==> src/rtl/nes_mem_pkg.sv <==
// nes_mem_pkg: shared SRAM widths and access-sequencer state encoding.
package nes_mem_pkg;

    localparam int SRAM_ADDR_W = 18;
    localparam int SRAM_DATA_W = 16;

    typedef enum logic [1:0] {
        ST_IDLE,
        ST_SETUP,
        ST_STROBE,
        ST_DONE
    } state_t;

endpackage

==> src/rtl/rr_arb2.sv <==
// rr_arb2: combinational two-way grant, round-robin or p0 fixed priority.
module rr_arb2 #(
    parameter bit PRIO0 = 1'b0
) (
    input  logic [1:0] i_req,
    input  logic       i_last_grant,
    output logic       o_grant
);

    // Contention only matters when p1 asks and priority is not fixed.
    always_comb o_grant = (PRIO0 || !i_req[1]) ? !i_req[0] : (i_req[0] ? !i_last_grant : 1'b1);

endmodule

==> src/rtl/sram_arbiter.sv <==
// sram_arbiter: two-client SRAM arbiter issuing registered setup/strobe/hold
// sequences, with per-port read data and a one-cycle completion ack.
module sram_arbiter
    import nes_mem_pkg::*;
#(
    parameter int ADDR_W = SRAM_ADDR_W,
    parameter int DATA_W = SRAM_DATA_W,
    parameter bit PRIO0  = 1'b0
) (
    input  logic              clk,
    input  logic              reset,
    input  logic              p0_req,
    input  logic              p0_we,
    input  logic [ADDR_W-1:0] p0_addr,
    input  logic [DATA_W-1:0] p0_wdata,
    output logic              p0_ack,
    output logic [DATA_W-1:0] p0_rdata,
    input  logic              p1_req,
    input  logic              p1_we,
    input  logic [ADDR_W-1:0] p1_addr,
    input  logic [DATA_W-1:0] p1_wdata,
    output logic              p1_ack,
    output logic [DATA_W-1:0] p1_rdata,
    output logic              sram_read,
    output logic              sram_write,
    output logic [ADDR_W-1:0] sram_address,
    output logic [DATA_W-1:0] sram_data_write,
    input  logic [DATA_W-1:0] sram_data_read,
    output logic              busy
);

    state_t r_state;
    logic   r_we;
    logic   r_gnt;
    logic   r_last;
    logic   w_grant;

    rr_arb2 #(.PRIO0(PRIO0)) u_arb (
        .i_req       ({p1_req, p0_req}),
        .i_last_grant(r_last),
        .o_grant     (w_grant)
    );

    always_ff @(posedge clk or posedge reset) begin
        if (reset) begin
            r_state         <= ST_IDLE;
            r_we            <= 1'b0;
            r_gnt           <= 1'b0;
            r_last          <= 1'b1;
            sram_read       <= 1'b0;
            sram_write      <= 1'b0;
            sram_address    <= '0;
            sram_data_write <= '0;
            p0_ack          <= 1'b0;
            p1_ack          <= 1'b0;
            p0_rdata        <= '0;
            p1_rdata        <= '0;
            busy            <= 1'b0;
        end else begin
            case (r_state)
                ST_IDLE: begin
                    if (p0_req || p1_req) begin
                        r_gnt           <= w_grant;
                        r_last          <= w_grant;
                        r_we            <= w_grant ? p1_we : p0_we;
                        sram_address    <= w_grant ? p1_addr : p0_addr;
                        sram_data_write <= w_grant ? p1_wdata : p0_wdata;
                        busy            <= 1'b1;
                        r_state         <= ST_SETUP;
                    end
                end
                ST_SETUP: begin
                    sram_read  <= !r_we;
                    sram_write <= r_we;
                    r_state    <= ST_STROBE;
                end
                ST_STROBE: begin
                    // Data is captured while OE is still low, at the strobe's closing edge.
                    if (!r_we && !r_gnt) p0_rdata <= sram_data_read;
                    if (!r_we && r_gnt) p1_rdata <= sram_data_read;
                    sram_read  <= 1'b0;
                    sram_write <= 1'b0;
                    p0_ack     <= !r_gnt;
                    p1_ack     <= r_gnt;
                    r_state    <= ST_DONE;
                end
                ST_DONE: begin
                    p0_ack  <= 1'b0;
                    p1_ack  <= 1'b0;
                    busy    <= 1'b0;
                    r_state <= ST_IDLE;
                end
                default: r_state <= ST_IDLE;
            endcase
        end
    end

endmodule

==> config.mk <==
export PLATFORM = sky130hd
export DESIGN_NAME = sram_arbiter
export DESIGN_NICKNAME = d
export VERILOG_FILES = /design/src/rtl/nes_mem_pkg.sv /design/src/rtl/rr_arb2.sv /design/src/rtl/sram_arbiter.sv
export SDC_FILE = /design/constraint.sdc
export NUM_CORES = 1
export LEC_CHECK = 0
export ABC_AREA = 1
export CAP_MARGIN = 10
export CORE_ASPECT_RATIO = 1.5
export CORE_UTILIZATION = 45
export CTS_CLUSTER_DIAMETER = 30
export DETAILED_ROUTE_END_ITERATION = 10
export PLACE_DENSITY = 0.84
export SLEW_MARGIN = 15
export SYNTH_ARGS = -nofsm -noshare
export SYNTH_HDL_FRONTEND = slang
export SYNTH_SLANG_ARGS = --single-unit
==> constraint.sdc <==
create_clock -name clk -period 4.4 [get_ports clk]
set_clock_uncertainty 0.05 [all_clocks]
set_input_delay 1.32 -clock clk [delete_from_list [all_inputs] [get_ports clk]]
set_output_delay 1.32 -clock clk [all_outputs]
set_load 0.05 [all_outputs]
==> flow_metrics.py <==
metrics = {
    "status": {
        "status": "complete, no violations",
    },
    "floorplanning": {
        "floorplan.initialDensity": 0.471,
        "number_of_top_level_pins": 161,
        "coreArea_um2": 7710,
        "die_height_um": 112,
        "die_x_um": 75.3,
        "num_rows": 39,
        "die_area_um2": 8430,
    },
    "critical_path": {
        "timing.critical_path.max_delay_family": "buffers and inverters",
        "critical_path.max_fanout": 2,
        "endpoint_kind": "output port",
        "cp_arrival_ns": 1.54,
        "criticalPathCategory": "reg -> out",
        "timing.critical_path.cells": "clkdlybuf4s50_1",
        "cpMaxStageDelayCell": "sky130_fd_sc_hd__clkdlybuf4s50_1",
        "cp.depth": 1,
        "cp.buffers_inverters": 1,
        "worst-endpoint-required_ns": 3.03,
        "worstRegToRegCells": 4,
        "startpoint_type": "flip-flop",
        "timing.critical_path.slowest_cell_delay_ns": 0.83,
    },
    "sta": {
        "slew_violations": 0,
        "setup_ws_ns": 1.49,
        "fmax_ghz": 0.343,
        "timing.final.crit_share": 0.662,
        "timing.hold.ws_ns": 0.424,
        "max_transition_margin": 0.305,
        "setup_viol": 0,
        "worst_margin_pin_slew_ns": 1.04,
        "timing.final.crit_period_ns": 2.91,
        "setup_tns_ns": 0,
        "hold_viol_final": 0,
        "rsz_0062_raised_after_global_routing": "no",
    },
    "global_routing": {
        "grt_pass1_wl_um": 16400,
        "grt_start_max_net_pins": 39,
        "grt-ovfl-total": 0,
        "grt_antenna_before_repair": 0,
        "grt_pass1_vias": 3636,
        "grtUsageTotal": 0.254,
    },
    "power_and_ir_drop": {
        "share_comb_of_total_power": 0.564,
        "power.ir.vdd_worst_mv": 0.548,
        "clockPowerShare": 0.172,
        "totalPowerFinal_mw": 4.78,
        "seqPwrFrac": 0.264,
        "intPower_mw": 2.49,
        "total_leakage_power_nw": 2.91,
        "sw_frac_of_total": 0.480,
        "power.net_switching_mw": 2.30,
        "pwr_density_cell_nw_per_um2": 853,
    },
    "cells_and_area": {
        "share_of_final_layout_standard_cells_stronger_than_drive_strength_1": 0.0417,
        "diodes": 0,
        "layout.core_utilization": 0.727,
        "finalNonFillerCells": 726,
        "post_route_design_area_um2": 5610,
        "area_growth_pct": 54.6,
        "final_nets": 715,
        "layout_commonest_cell": "sky130_fd_sc_hd__clkdlybuf4s50_1",
        "mostFrequentLayoutCells": "sky130_fd_sc_hd__clkdlybuf4s50_1, sky130_fd_sc_hd__nand2_1, sky130_fd_sc_hd__inv_1, sky130_fd_sc_hd__dfrtp_1, sky130_fd_sc_hd__nand3_1",
    },
    "drt": {
        "number_of_drc_violations_after_detailed_routing": 0,
        "antenna_violating_nets_post_route": 0,
        "detailroute.via_count": 3582,
        "drt_pass1_iterations": 4,
        "post_drt_via_cell_ratio": 4.93,
        "wire_length_after_detailed_routing_um": 9890,
        "drt_iter0_markers": 117,
        "wl_per_cell_um": 13.6,
    },
    "synthesis": {
        "yosys_warning_total": 0,
        "post_synth_inst_count": 467,
        "share_of_synthesized_area_occupied_by_flip_flops_and_latches": 0.524,
        "ys_types": 19,
        "ys_ff_latch": 76,
        "syn_avg_cell_area_um2": 7.77,
        "syn_area_um2": 3630,
        "synth_fp_nets": 562,
    },
    "place": {
        "globalplace.congestion": 0.799,
        "io_buffer_count": 160,
        "placedCellCount": 711,
        "detailedPlacementHpwl_um": 7310,
        "dp_worst_setup_slack_ns": 1.42,
        "dpl-instance-area_um2": 5270,
    },
    "hold_path": {
        "min_path_cells": 2,
        "timing.hold.worst.class": "reg -> reg",
    },
    "clock_network": {
        "post_cts_setup_driven_buffer_insertion_count": 0,
        "cts.hold.buffers_added": 0,
        "ctsResizeCount": 0,
        "clock_latency_ns": 0.32,
        "cts_num_sinks": 76,
        "cts_inserted_buffers": 9,
        "ctsRootBufferMaster": "sky130_fd_sc_hd__clkbuf_16",
        "clk_path_buf_depth": 2,
        "cts.reportedPaths.clkPinSlew_ns": 0.05,
        "cts.htree.levels": 3,
        "clock_tree_from_tritoncts": "done",
    },
    "flow_run": {
        "cap_violations": 0,
    },
}
-- state kept, by name, indices dropped and copies added (netlist names) --
signal and count:
p0_ack 1, busy 1, r_gnt 1, r_we 1, sram_data_write 16, r_last 1, p0_rdata 16, r_state 2
p1_ack 1, sram_address 18, sram_write 1, sram_read 1, p1_rdata 16
-- layer usage --
metal	global-route usage	vias up	wire [um]
met4	0.114	0	224
li1	-	1726	-
met2	0.431	183	4920
met3	0.0652	20	875
met5	0	-	0
met1	0.291	1653	3870
-- cells in the mapped netlist, drive strengths merged --
library cell,n,area (um^2)
nand3,73,365
a21oi,1,5.00
nor2,2,7.51
o31ai,1,7.51
ha,5,62.6
inv,98,368
dfrtp,75,1880
clkbuf,8,30.0
o21ai,38,201
dfstp,1,26.3
o211ai,2,15.0
buf,15,97.6
o22ai,2,12.5
nand2,146,553
-- power by group through the flow --
stage | clock [mW] | sequential [mW] | combinational [mW]
floorplan | 0 | 2.36 | 0.678
global placement | 0 | 1.25 | 2.64
detailed placement | 0 | 1.27 | 2.70
CTS | 0.843 | 1.26 | 2.71
global route | 0.863 | 1.30 | 2.89
finish | 0.823 | 1.26 | 2.70
-- final timing paths --
| path | from | end | slack [ns] |
|---|---|---|---|
| setup / recovery | sram_data_write[9] | sram_data_write[9] | 1.49 |
| hold / removal | sram_data_write[5] | sram_data_write[5] | 0.42 |
| setup reg to reg | r_state[0] | p1_rdata[12] | 2.15 |
| hold reg to reg | sram_data_write[5] | sram_data_write[5] | 0.42 |
| max in group asynchronous | reset | sram_address[7] | 2.21 |
| min in group asynchronous | reset | p0_rdata[1] | 1.33 |
-- cell type report --
type                    count  area (um^2)
clock buffers              10          239
repair buffers            165         1640
well taps                 102          128
fillers                   593         2100
multi-input cells         270         1230
clock inverters             5          100
inverters                  98          369
flip-flops and latches     76         1900
-- kinds of logic (layout without fill, tap and decap cells) --
logic type / count (synthesis) / after routing / share of synthesized area
compound gates: 44 / 44 / 0.0666
fa+ha+maj: 5 / 5 / 0.0172
buf+inv: 121 / 278 / 0.137
flops: 76 / 76 / 0.524
simple gates: 221 / 221 / 0.255
-- worst reg2reg max path: stages (launching register included) --
cell and delay (ns):
sky130_fd_sc_hd__dfrtp_1 0.39, sky130_fd_sc_hd__inv_1 0.13, sky130_fd_sc_hd__ha_1 0.24, sky130_fd_sc_hd__nand3_1 0.75, sky130_fd_sc_hd__o21ai_0 0.55
(Power assumes the default switching activity.)
